### config.mk
export PLATFORM = sky130hd
export DESIGN_NAME = uart_ctrl
export DESIGN_NICKNAME = d
export VERILOG_FILES = /design/src/rtl/uart_pkg.sv /design/src/rtl/uart_fifo.sv /design/src/rtl/uart_ctrl.sv
export SDC_FILE = /design/constraint.sdc
export NUM_CORES = 1
export LEC_CHECK = 0
export ABC_AREA = 1
export BUFFER_PORTS_ARGS = -buffer_cell sky130_fd_sc_hd__clkbuf_2
export CORE_ASPECT_RATIO = 1.5
export CORE_MARGIN = 2
export CORE_UTILIZATION = 57
export DETAILED_ROUTE_END_ITERATION = 16
export PLACE_DENSITY = 0.81
export SLEW_MARGIN = 40
export SYNTH_ARGS = -nofsm -noshare
export SYNTH_HDL_FRONTEND = slang
export SYNTH_SLANG_ARGS = --single-unit
### constraint.sdc
create_clock -name CLK -period 1.9 [get_ports CLK]
set_input_delay 0.38 -clock CLK [delete_from_list [all_inputs] [get_ports CLK]]
set_output_delay 0.38 -clock CLK [all_outputs]
set_load 0.01 [all_outputs]
### src/rtl/uart_pkg.sv
// Shared definitions for the parametrised UART: FSM encodings, parity modes,
// bit-period computation and parameter sanity checks.
package uart_pkg;

  typedef enum logic [2:0] {
    RX_IDLE,
    RX_START,
    RX_DATA,
    RX_PAR,
    RX_STOP
  } rx_state_t;

  typedef enum logic [2:0] {
    TX_IDLE,
    TX_START,
    TX_DATA,
    TX_PAR,
    TX_STOP
  } tx_state_t;

  localparam int unsigned PARITY_NONE = 0;
  localparam int unsigned PARITY_EVEN = 1;
  localparam int unsigned PARITY_ODD  = 2;

  function automatic int unsigned calc_div(input int unsigned clockrate,
                                           input int unsigned baudrate);
    return clockrate / baudrate;
  endfunction

  function automatic bit params_ok(input int unsigned div,
                                   input int unsigned data_bits,
                                   input int unsigned parity,
                                   input int unsigned stop_bits,
                                   input int unsigned fifo_aw);
    return (div >= 4) && (data_bits >= 5) && (data_bits <= 8) &&
           (parity <= PARITY_ODD) && (stop_bits >= 1) && (stop_bits <= 2) &&
           (fifo_aw >= 1);
  endfunction

  // Parity bit to transmit / expect for zero-extended data.
  function automatic logic parity_bit(input logic [7:0] data,
                                      input int unsigned parity);
    logic p;
    p = 1'b0;
    if (parity == PARITY_EVEN) p = ^data;
    else if (parity == PARITY_ODD) p = ~^data;
    return p;
  endfunction

endpackage

### src/rtl/uart_fifo.sv
// Synchronous first-word-fall-through FIFO, depth 2**AW, with full/empty.
// Push on full is rejected; pop on empty is ignored.
module uart_fifo #(
  parameter int unsigned WIDTH = 8,
  parameter int unsigned AW    = 4
) (
  input  logic             CLK,
  input  logic             RST_N,
  input  logic             push,
  input  logic [WIDTH-1:0] push_data,
  input  logic             pop,
  output logic [WIDTH-1:0] pop_data,
  output logic             full,
  output logic             empty
);

  localparam logic [AW:0] PTR_ONE = (AW+1)'(1);

  logic [WIDTH-1:0] mem [0:(1<<AW)-1];
  logic [AW:0]      wptr;
  logic [AW:0]      rptr;
  logic             do_push;
  logic             do_pop;

  assign empty   = (wptr == rptr);
  assign full    = (wptr[AW] != rptr[AW]) && (wptr[AW-1:0] == rptr[AW-1:0]);
  assign do_push = push && !full;
  assign do_pop  = pop && !empty;

  always_ff @(posedge CLK or negedge RST_N) begin
    if (!RST_N) begin
      wptr <= '0;
      rptr <= '0;
    end else begin
      if (do_push) wptr <= wptr + PTR_ONE;
      if (do_pop)  rptr <= rptr + PTR_ONE;
    end
  end

  always_ff @(posedge CLK) begin
    if (do_push) mem[wptr[AW-1:0]] <= push_data;
  end

  assign pop_data = empty ? '0 : mem[rptr[AW-1:0]];

endmodule

### src/rtl/uart_ctrl.sv
// Parametrised full-duplex UART with Tx/Rx FIFOs and sticky error flags.
// Define UART_RX_MAJORITY_EN for 3-tap majority voting of each Rx sample.
module uart_ctrl
  import uart_pkg::*;
#(
  parameter int unsigned CLOCKRATE = 100000000,
  parameter int unsigned BAUDRATE  = 9600,
  parameter int unsigned DATA_BITS = 8,
  parameter int unsigned PARITY    = 1,
  parameter int unsigned STOP_BITS = 1,
  parameter int unsigned FIFO_AW   = 4
) (
  input  logic                 CLK,
  input  logic                 RST_N,
  input  logic                 send_flag,
  input  logic [DATA_BITS-1:0] send_data,
  input  logic                 recv_flag,
  output logic [DATA_BITS-1:0] recv_data,
  output logic                 sendable,
  output logic                 receivable,
  output logic                 tx_busy,
  output logic                 err_parity,
  output logic                 err_frame,
  output logic                 err_overrun,
  input  logic                 err_clear,
  output logic                 Tx,
  input  logic                 Rx
);

  localparam int unsigned DIV = calc_div(CLOCKRATE, BAUDRATE);
  localparam int unsigned CW  = $clog2(STOP_BITS * DIV + 1);
  localparam int unsigned BW  = $clog2(DATA_BITS);

  localparam logic [CW-1:0] CNT_ONE  = CW'(1);
  localparam logic [CW-1:0] RX_HALF  = CW'(DIV / 2 + 1);
  localparam logic [CW-1:0] BIT_END  = CW'(DIV - 1);
  localparam logic [CW-1:0] STOP_END = CW'(STOP_BITS * DIV - 1);
  localparam logic [BW-1:0] BIT_ONE  = BW'(1);
  localparam logic [BW-1:0] LAST_BIT = BW'(DATA_BITS - 1);

  if (!params_ok(DIV, DATA_BITS, PARITY, STOP_BITS, FIFO_AW)) begin : g_bad_params
    $error("uart_ctrl: unsupported parameter set");
  end

  logic                 tx_pop;
  logic [DATA_BITS-1:0] tx_head;
  logic                 tx_full;
  logic                 tx_empty;
  logic                 rx_push_q;
  logic                 rx_full;
  logic                 rx_empty;
  logic [DATA_BITS-1:0] rx_shift;

  uart_fifo #(.WIDTH(DATA_BITS), .AW(FIFO_AW)) tx_fifo (
    .CLK       (CLK),
    .RST_N     (RST_N),
    .push      (send_flag),
    .push_data (send_data),
    .pop       (tx_pop),
    .pop_data  (tx_head),
    .full      (tx_full),
    .empty     (tx_empty)
  );

  uart_fifo #(.WIDTH(DATA_BITS), .AW(FIFO_AW)) rx_fifo (
    .CLK       (CLK),
    .RST_N     (RST_N),
    .push      (rx_push_q),
    .push_data (rx_shift),
    .pop       (recv_flag),
    .pop_data  (recv_data),
    .full      (rx_full),
    .empty     (rx_empty)
  );

  assign sendable   = !tx_full;
  assign receivable = !rx_empty;

  // ---------------- Rx synchroniser and sampling ----------------
  logic rx_meta;
  logic rx_s;
  logic rx_bit;

  always_ff @(posedge CLK or negedge RST_N) begin
    if (!RST_N) begin
      rx_meta <= 1'b1;
      rx_s    <= 1'b1;
    end else begin
      rx_meta <= Rx;
      rx_s    <= rx_meta;
    end
  end

  // Decisions are made at DIV/2+1 in both builds so frame timing is identical.
`ifdef UART_RX_MAJORITY_EN
  logic [1:0] rx_hist;
  always_ff @(posedge CLK or negedge RST_N) begin
    if (!RST_N) rx_hist <= '1;
    else        rx_hist <= {rx_hist[0], rx_s};
  end
  assign rx_bit = (rx_hist[1] & rx_hist[0]) | ((rx_hist[1] | rx_hist[0]) & rx_s);
`else
  logic rx_hist;
  always_ff @(posedge CLK or negedge RST_N) begin
    if (!RST_N) rx_hist <= 1'b1;
    else        rx_hist <= rx_s;
  end
  assign rx_bit = rx_hist;
`endif

  // ---------------- Rx FSM ----------------
  rx_state_t            rx_state, rx_state_n;
  logic [CW-1:0]        rx_cnt, rx_cnt_n;
  logic [BW-1:0]        rx_bitn, rx_bitn_n;
  logic [DATA_BITS-1:0] rx_shift_n;
  logic                 rx_par_bad, rx_par_bad_n;
  logic                 rx_push_n;
  logic                 set_parity;
  logic                 set_frame;
  logic                 set_overrun;

  always_ff @(posedge CLK or negedge RST_N) begin
    if (!RST_N) begin
      rx_state   <= RX_IDLE;
      rx_cnt     <= '0;
      rx_bitn    <= '0;
      rx_shift   <= '0;
      rx_par_bad <= 1'b0;
      rx_push_q  <= 1'b0;
    end else begin
      rx_state   <= rx_state_n;
      rx_cnt     <= rx_cnt_n;
      rx_bitn    <= rx_bitn_n;
      rx_shift   <= rx_shift_n;
      rx_par_bad <= rx_par_bad_n;
      rx_push_q  <= rx_push_n;
    end
  end

  always_comb begin
    rx_state_n   = rx_state;
    rx_cnt_n     = rx_cnt;
    rx_bitn_n    = rx_bitn;
    rx_shift_n   = rx_shift;
    rx_par_bad_n = rx_par_bad;
    rx_push_n    = 1'b0;
    set_parity   = 1'b0;
    set_frame    = 1'b0;
    case (rx_state)
      RX_IDLE: begin
        if (!rx_s) begin
          rx_state_n = RX_START;
          rx_cnt_n   = CNT_ONE;
        end
      end
      RX_START: begin
        rx_cnt_n = rx_cnt + CNT_ONE;
        if (rx_cnt == RX_HALF) begin
          rx_cnt_n = '0;
          if (rx_bit) begin
            rx_state_n = RX_IDLE;
          end else begin
            rx_state_n   = RX_DATA;
            rx_bitn_n    = '0;
            rx_par_bad_n = 1'b0;
          end
        end
      end
      RX_DATA: begin
        rx_cnt_n = rx_cnt + CNT_ONE;
        if (rx_cnt == BIT_END) begin
          rx_cnt_n   = '0;
          rx_shift_n = {rx_bit, rx_shift[DATA_BITS-1:1]};
          rx_bitn_n  = rx_bitn + BIT_ONE;
          if (rx_bitn == LAST_BIT)
            rx_state_n = (PARITY == PARITY_NONE) ? RX_STOP : RX_PAR;
        end
      end
      RX_PAR: begin
        rx_cnt_n = rx_cnt + CNT_ONE;
        if (rx_cnt == BIT_END) begin
          rx_cnt_n     = '0;
          rx_par_bad_n = (rx_bit != parity_bit(8'(rx_shift), PARITY));
          rx_state_n   = RX_STOP;
        end
      end
      RX_STOP: begin
        rx_cnt_n = rx_cnt + CNT_ONE;
        if (rx_cnt == BIT_END) begin
          rx_cnt_n   = '0;
          rx_state_n = RX_IDLE;
          set_parity = rx_par_bad;
          set_frame  = !rx_bit;
          rx_push_n  = !rx_par_bad && rx_bit;
        end
      end
      default: rx_state_n = RX_IDLE;
    endcase
  end

  assign set_overrun = rx_push_q && rx_full;

  // ---------------- Sticky error flags ----------------
  always_ff @(posedge CLK or negedge RST_N) begin
    if (!RST_N) begin
      err_parity  <= 1'b0;
      err_frame   <= 1'b0;
      err_overrun <= 1'b0;
    end else begin
      err_parity  <= set_parity  | (err_parity  & ~err_clear);
      err_frame   <= set_frame   | (err_frame   & ~err_clear);
      err_overrun <= set_overrun | (err_overrun & ~err_clear);
    end
  end

  // ---------------- Tx FSM ----------------
  tx_state_t            tx_state, tx_state_n;
  logic [CW-1:0]        tx_cnt, tx_cnt_n;
  logic [BW-1:0]        tx_bitn, tx_bitn_n;
  logic [DATA_BITS-1:0] tx_shift, tx_shift_n;
  logic                 tx_par, tx_par_n;
  logic                 tx_line;
  logic                 tx_load;
  logic                 tx_q;

  always_ff @(posedge CLK or negedge RST_N) begin
    if (!RST_N) begin
      tx_state <= TX_IDLE;
      tx_cnt   <= '0;
      tx_bitn  <= '0;
      tx_shift <= '0;
      tx_par   <= 1'b0;
      tx_q     <= 1'b1;
    end else begin
      tx_state <= tx_state_n;
      tx_cnt   <= tx_cnt_n;
      tx_bitn  <= tx_bitn_n;
      tx_shift <= tx_shift_n;
      tx_par   <= tx_par_n;
      tx_q     <= tx_line;
    end
  end

  always_comb begin
    tx_state_n = tx_state;
    tx_cnt_n   = tx_cnt;
    tx_bitn_n  = tx_bitn;
    tx_shift_n = tx_shift;
    tx_par_n   = tx_par;
    tx_line    = 1'b1;
    tx_load    = 1'b0;
    tx_pop     = 1'b0;
    case (tx_state)
      TX_IDLE: begin
        tx_load = !tx_empty;
      end
      TX_START: begin
        tx_line  = 1'b0;
        tx_cnt_n = tx_cnt + CNT_ONE;
        if (tx_cnt == BIT_END) begin
          tx_cnt_n   = '0;
          tx_bitn_n  = '0;
          tx_state_n = TX_DATA;
        end
      end
      TX_DATA: begin
        tx_line  = tx_shift[0];
        tx_cnt_n = tx_cnt + CNT_ONE;
        if (tx_cnt == BIT_END) begin
          tx_cnt_n   = '0;
          tx_shift_n = {1'b0, tx_shift[DATA_BITS-1:1]};
          tx_bitn_n  = tx_bitn + BIT_ONE;
          if (tx_bitn == LAST_BIT)
            tx_state_n = (PARITY == PARITY_NONE) ? TX_STOP : TX_PAR;
        end
      end
      TX_PAR: begin
        tx_line  = tx_par;
        tx_cnt_n = tx_cnt + CNT_ONE;
        if (tx_cnt == BIT_END) begin
          tx_cnt_n   = '0;
          tx_state_n = TX_STOP;
        end
      end
      TX_STOP: begin
        tx_cnt_n = tx_cnt + CNT_ONE;
        if (tx_cnt == STOP_END) begin
          tx_cnt_n   = '0;
          tx_state_n = TX_IDLE;
          tx_load    = !tx_empty;
        end
      end
      default: tx_state_n = TX_IDLE;
    endcase
    // Loading straight from STOP lets back-to-back frames run without an idle gap.
    if (tx_load) begin
      tx_pop     = 1'b1;
      tx_shift_n = tx_head;
      tx_par_n   = parity_bit(8'(tx_head), PARITY);
      tx_cnt_n   = '0;
      tx_bitn_n  = '0;
      tx_state_n = TX_START;
    end
  end

  assign Tx      = tx_q;
  assign tx_busy = (tx_state != TX_IDLE) || !tx_empty;

endmodule
Yosys cells after proc, flatten, opt, wreduce, memory -nomap -nowiden
Memory sizes are Yosys's and may differ from the RTL's. Index checks and enable logic that the tools add are counted. Widths: inputs -> output; s select.

Bits in registers: 86. Memory bits (writable): 256. Input bits: 14. Output and inout bits: 15. Word-level logic and storage cells: 163. Memories kept: 2.

Add/sub/neg operators: 8. Eq/ne operators: 33. Multiplexer cells: 54. Bitwise operators: 7. Reductions and logical operators: 37.

Memory list: rx_fifo.mem (words 16, width 8, rd ports 1, clocked after memory_dff 0, wr ports 1, RTL line uart_fifo.sv:19) `logic [WIDTH-1:0] mem [0:(1<<AW)-1];`; tx_fifo.mem (words 16, width 8, rd ports 1, clocked after memory_dff 0, wr ports 1, RTL line uart_fifo.sv:19).

Operators by type and width (number): $mux 14 (6); $mux 3 (17); $pmux 14 s3 (1); $mux 8 (5); $pmux 3 s5 (2); $add 14x1->14 const B (2); $eq 14x14->1 const B (2); $add 5x1->5 const B (4); $mux 1 (17); $ne 2x2->1 const B (8); $reduce_xor 8->1 (2); $ne 3x3->1 const B (5); $eq 14x13->1 const B (1); $eq 3x2->1 const B (4); $eq 3x3->1 const B (4); $pmux 3 s2 (2); $reduce_and 6->1 (2); $eq 5x5->1 (2); $reduce_bool 2->1 (5); $reduce_bool 3->1 (3); $eq 4x4->1 (2); $logic_and 1x1->1 (8); $reduce_and 4->1 (2); $add 3x1->3 const B (2); other kinds (15) (31).

Logic depth before layout (Yosys ltp)
Gate-level depths: netlist of the first run.

Depth in word-level cells: 6. Depth in mapped cells: 19.

Cells and area by module
Synthesis of the first run repeated with hierarchy kept, for this count alone.

Cell total of the unflattened synthesis: 1816. Area, all modules: 16418.2 um^2.

By module, submodules not included: uart_fifo (tx_fifo) (times used 1, cells each 646, area each 6261.0 um^2, sequential area each 4093.9 um^2); uart_fifo (rx_fifo) (times used 1, cells each 646, area each 6259.8 um^2, sequential area each 4093.9 um^2); uart_ctrl (times used 1, cells each 524, area each 3897.5 um^2, sequential area each 1656.6 um^2).

Least setup slack after synthesis of the first run
No wires, ideal clock.

Path type: reg2reg. Start point: reg tx_fifo.rptr[1]. End point: mem tx_fifo.mem[15][0] (enable). Arrival: 1.690 ns. Required time: 1.525 ns. Slack: -0.164 ns. Stages on the path, launching flop included: 9. Path buffers: 1. Period minus slack after synthesis: 2.064 ns. Cell sequence: dfrtp_1 buf_4 xor2_1 a21oi_1 nand3b_1 nand2_1 inv_1 nand2_1 nor2_1.

Word-level cells in the longest chain between the ends: 6.

Ends and longest elaborated chain: start: declaration (RTL line uart_fifo.sv:21) `logic [AW:0] rptr;`; start signal: assignment (RTL line uart_fifo.sv:36) `if (do_pop) rptr <= rptr + PTR_ONE;`; $eq 4x4->1 (RTL line uart_fifo.sv:26) `assign full = (wptr[AW] != rptr[AW]) && (wptr[AW-1:0] == rptr[AW-1:0]);`; $logic_and 1x1->1 (RTL line uart_fifo.sv:26); $logic_not 1->1; net sendable (RTL line uart_ctrl.sv:19) `output logic sendable,`; $logic_and 1x1->1 (RTL line uart_fifo.sv:27) `assign do_push = push && !full;`; $mux 1 (RTL line uart_fifo.sv:41) `if (do_push) mem[wptr[AW-1:0]] <= push_data;`; $mux 1 (not written as such) (RTL line uart_fifo.sv:41); end: declaration (RTL line uart_fifo.sv:19).

The timed path passes the listed nets, and every way through them passes these cells.

Worst setup path after layout of the first run
Start point: reg rx_fifo.rptr[0]. End point: out recv_data[3].

Word-level cells in the longest chain between the ends: 2.

Ends and longest elaborated chain: start: declaration (RTL line uart_fifo.sv:21); start signal: assignment (RTL line uart_fifo.sv:36); $mem_v2 16x8 or $eq 5x5->1 (tied branches); $mux 8 * (RTL line uart_fifo.sv:44) `assign pop_data = empty ? '0 : mem[rptr[AW-1:0]];`; end: declaration (RTL line uart_ctrl.sv:18) `output logic [DATA_BITS-1:0] recv_data,`.

Every way passes the cells marked *; elsewhere a longest branch is shown, timed or not.

==> metrics, run 1 <==
outcome finished, violations left; violations in the final reports setup timing; Reg-to-Reg End rx_fifo.wptr[4]; post-route cell area 19600 um^2; Synth Area per Inst 10.5 um^2; Total GRT Usage approximately 28%; H-tree levels 1; dominant synthesized flop cell edfxtp_1; Post-Synthesis Cell Area 15100 um^2; Max Slew Vio Count 0; crit path capture type output pin; clk sink count 342; io pins 29; Slowest cell on crit path dfrtp_2; Initial Utilization between 50% and 60%; Leak Pwr approximately 7.6 nW; Sw Pwr 6.21 mW; PD cells between 1000 and 1500 nW/um^2; area grow syn2layout 29.9%; DP Area 16600 um^2; Die Ht 203 um; routed wire length 45100 um; R2R Setup Slk -480 ps; #FFs+latches synth 342; CTS Buffer Depth 3; final cell count without fillers 1996; Port Buf Inserts 28; grt total ovfl 0; asr flop ratio synth 25.1%; cell taking the most area after synthesis edfxtp_1; Antenna Cells 0; fin crit period 2780 ps; clock share of power roughly 32%; Root Buffer Master clkbuf_16; Tot Pwr between 20 and 25 mW; R2R Path Start rx_fifo.rptr[0]; Post-synth EDFFs 256; post-synth top area share about half; sw frac 30.3%; Max-slew headroom 60.2%; syn_nets 1472; sequential power share 41.7%; slowest cell delay on critical path roughly 410 ps; hold path depth 2; total negative slack -54310 ps; post-placement cell count 1879; nets 1667; Cell Chain, Critical Path buf_4 > buf_12 > mux2i_1 > o221ai_2 > o211ai_1 > a31oi_1 > buf_2; final-report hold violation count 0; cell count after synthesis 1441; fin worst setup slack -876 ps; top cells by area, synth edfxtp_1, dfrtp_1, nand2_1; vias in the first global route about 12k; worst-skew pair later-pin latency approximately 580 ps; Hold Startpoint err_clear; Critical Path RT 1520 ps; filler cell count 1551; skew final 22.9 ps; Synth Warn # 0; number of max-cap violations 0; critical path class flip-flop to output pin; Startpoint Class flip-flop; Tcrit/Tclk final 146%; Bufs and invs on worst path 3; Core Region around 26000 um^2; Remaining DRCs 0; Final Util 74.6%; Final setup viols about 180; Setup WS pre-CTS -343 ps; Routed WL per cell 22.6 um; drt pass-1 iters 5; DPL Wire Length 24700 um; Crit path max-delay family compound AO/OA/AOI/OAI gates; first-pass GRT wire length 59700 um; Seq/Total Area, Yosys 65.1%; R2R depth 13; Rows 73; Pint 14.3 mW; ANT nets after route 0; TritonCTS clock tree built; fmax between 300 and 400 MHz; CTS Buf Count 31; largest net degree at the start of global routing 40; layout cells sized above 1 29.0%; RSZ-0062 raised after global routing true; Vias 12.0k; worst hold path type input port to flip-flop; clk slew on worst S/H paths 70 ps; WHS between 20 and 30 ps; Combinational Power Share 26.2%; CP arrival 2400 ps; First DRT Iteration DRCs 1101; Least-Margin Pin Slew ~600 ps; Die X 137 um; area of the die around 28000 um^2; count of cell types in the netlist 46; Critical Path Source rx_fifo.rptr[0]; via-per-instance ratio 6.02; WHS Endpoint err_parity; GP Congestion around 0.90; VDD IR-drop max around 1.1 mV; Crit Path Max Fanout 14; initial antenna violation count 0
==> cells in the mapped netlist, drive strengths merged (4+ instances only) <==
library cell / number
o211ai: 4
ha: 17
nand2: 309
inv: 153
nor4: 6
o221ai: 14
xor2: 23
mux2i: 12
nor3: 18
clkbuf: 17
o22ai: 6
dfstp: 4
a21oi: 19
xnor2: 13
nor2: 225
a31oi: 17
dfrtp: 82
edfxtp: 256
nand4: 9
o32ai: 21
o21ai: 88
buf: 32
nand3: 76
==> layout make-up <==
cell class / instances / area, um^2 / share of cell area (%)
Inverter: 156 / 634 / 3.23
Multi-Input combinational cell: 895 / 5560 / 28.3
Sequential cell: 342 / 9850 / 50.2
Clock buffer: 32 / 779 / 3.97
Tap cell: 337 / 422 / 2.15
Timing Repair Buffer: 210 / 2110 / 10.7
Clock inverter: 24 / 278 / 1.41
==> how the worst max path moves through the flow <==
stage,slack [ps],cells after the start,to
after global placement,-240,8,rx_fifo.mem[11][5]
after floorplan,-120,8,tx_fifo.mem[3][0]
final,-880,7,recv_data[3]
after CTS,-730,10,recv_data[3]
after global routing,-910,7,recv_data[5]
after detailed placement,-340,7,rx_fifo.mem[0][1]
==> what timing repair did <==
| action | 4_1_cts | 5_1_grt |
|---|---|---|
| gates resized for setup | 122 | 234 |
| hold endpoints to repair | 33 | 0 |
| cloned | 0 | 11 |
| hold buffers | 2 | 0 |
| setup buffers | 20 | 33 |
| setup endpoints to repair | 305 | 333 |
| pin swaps | 29 | 69 |
==> layout by cell type, fill, tap and decap left out, types with 13 or more instances in the layout <==
cell,synthesis,final
nand3_1,73,59
xor2_1,23,20
buf_6,4,17
nand2_1,306,266
nand3_2,2,14
o21ai_0,77,51
dfrtp_1,82,77
nor2_4,2,48
buf_12,0,25
buf_4,6,126
nor3_1,18,13
edfxtp_1,256,256
clkbuf_16,0,40
nor2_1,221,158
nand2_4,0,13
nand2_2,3,24
nor2_2,2,20
a21oi_1,19,14
clkbuf_2,0,17
ha_1,17,15
o21ai_1,10,27
inv_2,5,13
inv_1,147,132
a31oi_1,17,17
==> power groups by stage <==
stage / combinational (mW) / clock, mW / sequential [mW]
6_report: 5.37 / 6.58 / 8.56
2_1_floorplan: 2.05 / 0 / 8.68
3_5_place_dp: 3.68 / 0 / 8.69
5_1_grt: 5.60 / 6.89 / 8.58
4_1_cts: 4.32 / 6.57 / 8.54
3_3_place_gp: 3.57 / 0 / 8.67
==> sequential cells by signal (all words and copies together), names as in the netlist, 3 cells and up <==
name and flops:
rx_shift 8, tx_cnt 14, tx_fifo.mem 128, tx_shift 8, tx_state 3, tx_fifo.wptr 5
rx_cnt 14, rx_bitn 3, tx_bitn 3, rx_state 3, tx_fifo.rptr 5, rx_fifo.rptr 5
rx_fifo.mem 128, rx_fifo.wptr 5
==> metal layers <==
layer	vias to the layer above	share of wire [%]	global-route usage (%)
li1	5269	-	-
met1	5820	31	28.8
met3	246	7.6	4.70
met4	0	7.6	18.6
met2	679	54	52.0
met5	-	0	0
==> worst reg2reg max path, stage by stage (launching register included) <==
cell and delay [ps]:
dfrtp_2 410, buf_4 170, xnor2_2 150, nand4_1 140, buf_4 180, buf_4 130, or2_4 250, nand2_4 100
clkinv_8 80, buf_6 150, nand2_8 100, nor2_4 90, buf_12 180, xor2_1 140
==> cells by family (layout without fill, tap and decap cells) <==
family | Yosys count | count (layout) | synth area share, %
compound gates | 180 | 180 | 7.39
xor+xnor | 36 | 36 | 2.09
fa+ha+maj | 17 | 17 | 1.41
buf+inv | 205 | 422 | 5.60
flops | 342 | 342 | 65.1
mux | 12 | 12 | 0.795
simple gates | 649 | 650 | 17.6
(Power assumes the default switching activity.)
==> run 2, diff against run 1 <==
--- a/config.mk
+++ b/config.mk
@@ -12,6 +12,7 @@
 export CORE_UTILIZATION = 57
 export DETAILED_ROUTE_END_ITERATION = 16
 export PLACE_DENSITY = 0.81
+export SETUP_SLACK_MARGIN = 0.1
 export SLEW_MARGIN = 40
 export SYNTH_ARGS = -nofsm -noshare
 export SYNTH_HDL_FRONTEND = slang
==> metrics, run 2 (same netlist as run 1, synthesis figures left out) <==
outcome finished, violations left; violations in the final reports setup timing; Die Ht 203 um (unchanged); hold path depth 2 (unchanged); DPL Wire Length 24700 um (about the same); number of max-cap violations 0 (unchanged); skew final 17.9 ps (-4.94 ps); grt total ovfl 0 (unchanged); Tcrit/Tclk final 151% (+5.2 points); met2 WL 23700 um (-1.9%); Max-slew headroom 60.2% (about the same); Total GRT Usage 29.0% (+0.71 points); initial antenna violation count 0 (unchanged); most frequent cells in the layout edfxtp_1, nand2_1, nor2_1; crit path capture type output pin; Root Buffer Master clkbuf_16; RSZ-0062 raised after global routing true; final-report hold violation count 0 (unchanged); Vias 12.3k (+2.2%); H-tree levels 1 (unchanged); met3 wire length 3460 um (+1.6%); Setup WS pre-CTS -246 ps (+96.9 ps); layout cells sized above 1 32.0% (+3.1 points); Crit Path Max Fanout 31 (+17); largest net degree at the start of global routing 36 (-10%); drt pass-1 iters 6 (+1); Port Buf Inserts 28 (unchanged); filler cell count 1416 (-8.7%); via-per-instance ratio 6.07 (+0.89%); R2R depth 16 (+3); Antenna Cells 0 (unchanged); critical path class flip-flop to output pin; worst-skew pair later-pin latency 590 ps (about the same); Core Region 26300 um^2 (unchanged); first-pass GRT wire length 62000 um (+3.7%); First DRT Iteration DRCs 1110 (+0.82%); Leak Pwr 7.79 nW (+2.5%); vias in the first global route 11.8k (+1.4%); io pins 29 (unchanged); Final setup viols 304 (+72%); PD cells 1030 nW/um^2 (-1.6%); fmax 348 MHz (-3.4%); area of the multi-input gates 5800 um^2 (+4.4%); Die X 137 um (unchanged); CP arrival 2490 ps (+90 ps); top layer in use met4; area grow syn2layout 33.2%; clk slew on worst S/H paths 70 ps (about the same); WHS Endpoint err_overrun; Routed WL per cell 22.7 um (+0.50%); Critical Path RT 1520 ps (about the same); Reg-to-Reg End tx_par; Remaining DRCs 0 (unchanged); CTS Buf Count 30 (-3.2%); ANT nets after route 0 (unchanged); R2R Path Start tx_fifo.rptr[0]; Least-Margin Pin Slew 593 ps (-2.44 ps); DRT met1 WL 15200 um (+7.9%); Tot Pwr 20.7 mW (+0.88%); TritonCTS clock tree built; CTS Buffer Depth 3 (unchanged); routed wire length 45900 um (+1.8%); R2R Setup Slk -420 ps (+60 ps); GP Congestion 0.937 (+4.2%); Startpoint Class flip-flop; Initial Utilization 57.5% (unchanged); most common cell after layout, fill and taps aside edfxtp_1; Max Slew Vio Count 0 (unchanged); fin crit period 2870 ps (+98.7 ps); area of the die 27900 um^2 (unchanged); clk sink count 342 (unchanged); register area 9850 um^2 (about the same); Rows 73 (unchanged); worst hold path type input port to flip-flop; VDD IR-drop max 1.32 mV (+22%); fin worst setup slack -975 ps (-98.7 ps); nets 1693 (+1.6%); Hold Startpoint err_clear
run 2: changes by cell type in the layout (fill, tap and decap cells not counted), moves of 7 or more:
cell     change
nand3_2      +7
nand3_1      -7
nand2_1     -15
a31oi_1      -9
buf_4       +10
nor2_2       +7
nor2_1       -8
a31oi_2      +7
nand2_2     +12
buf_6       +15
buf_12       +7
run 2: how the worst max path moves through the flow:
| stage | start | endpoint | cells past startpoint |
|---|---|---|---|
| after floorplan | rx_fifo.rptr[2] | rx_fifo.mem[3][0] | 8 |
| after global placement | tx_fifo.rptr[0] | tx_shift[6] | 12 |
| after detailed placement | tx_fifo.rptr[0] | tx_shift[6] | 12 |
| after CTS | rx_fifo.rptr[0] | recv_data[4] | 10 |
| after global routing | rx_fifo.rptr[0] | recv_data[1] | 8 |
| final | rx_fifo.rptr[0] | recv_data[1] | 8 |
run 2: timing repair:
item	CTS	global route
hold buffers	2	0
setup buffers	27	43
hold endpoints to repair	28	0
gates resized for setup	142	249
cloned	3	7
setup endpoints to repair	330	339
pin swaps	35	84
run 2: cell type report:
cell class,instances,share of cell area (%)
flip-flops and latches,342,48.9
clock inverters,20,0.963
multi-input cells,895,28.8
inverters,156,3.21
repair buffers,237,12.1
clock buffers,35,3.93
well taps,337,2.09
run 2: critical path, cell delays in order, from the launching register on:
cell	delay, ps
dfrtp_2	370
buf_6	140
buf_12	200
buf_4	170
nor2_1	60
o32ai_2	460
nand2_1	140
a31oi_2	220
buf_2	160
run 2: per-stage QoR:
stage | hold WS (ps) | cell area (um^2) | utilization (%) | instances | TNS [ps]
after global routing | 65.2 | 20100 | 76.6 | 2022 | -70260
final | 56.8 | 20100 | 76.6 | 2022 | -50790
after floorplan | 84.4 | 15400 | - | 1441 | -443
after CTS | 21.9 | 18800 | 71.4 | 1977 | -26030
after global placement | 346 | 16900 | 64.1 | 1890 | -29890
after detailed placement | 352 | 16900 | 64.1 | 1890 | -43830
run 2: per-layer routing:
layer	global-route usage, %	vias to the layer above
met5	0	-
met4	16.5	0
met3	4.37	269
met2	52.2	756
met1	32.0	5919
li1	-	5335
run 2: power breakdown:
part	internal (mW)	switching (mW)
registers	8.39	0.177
logic	2.50	3.37
clock network	3.50	2.75
total	14.4	6.30
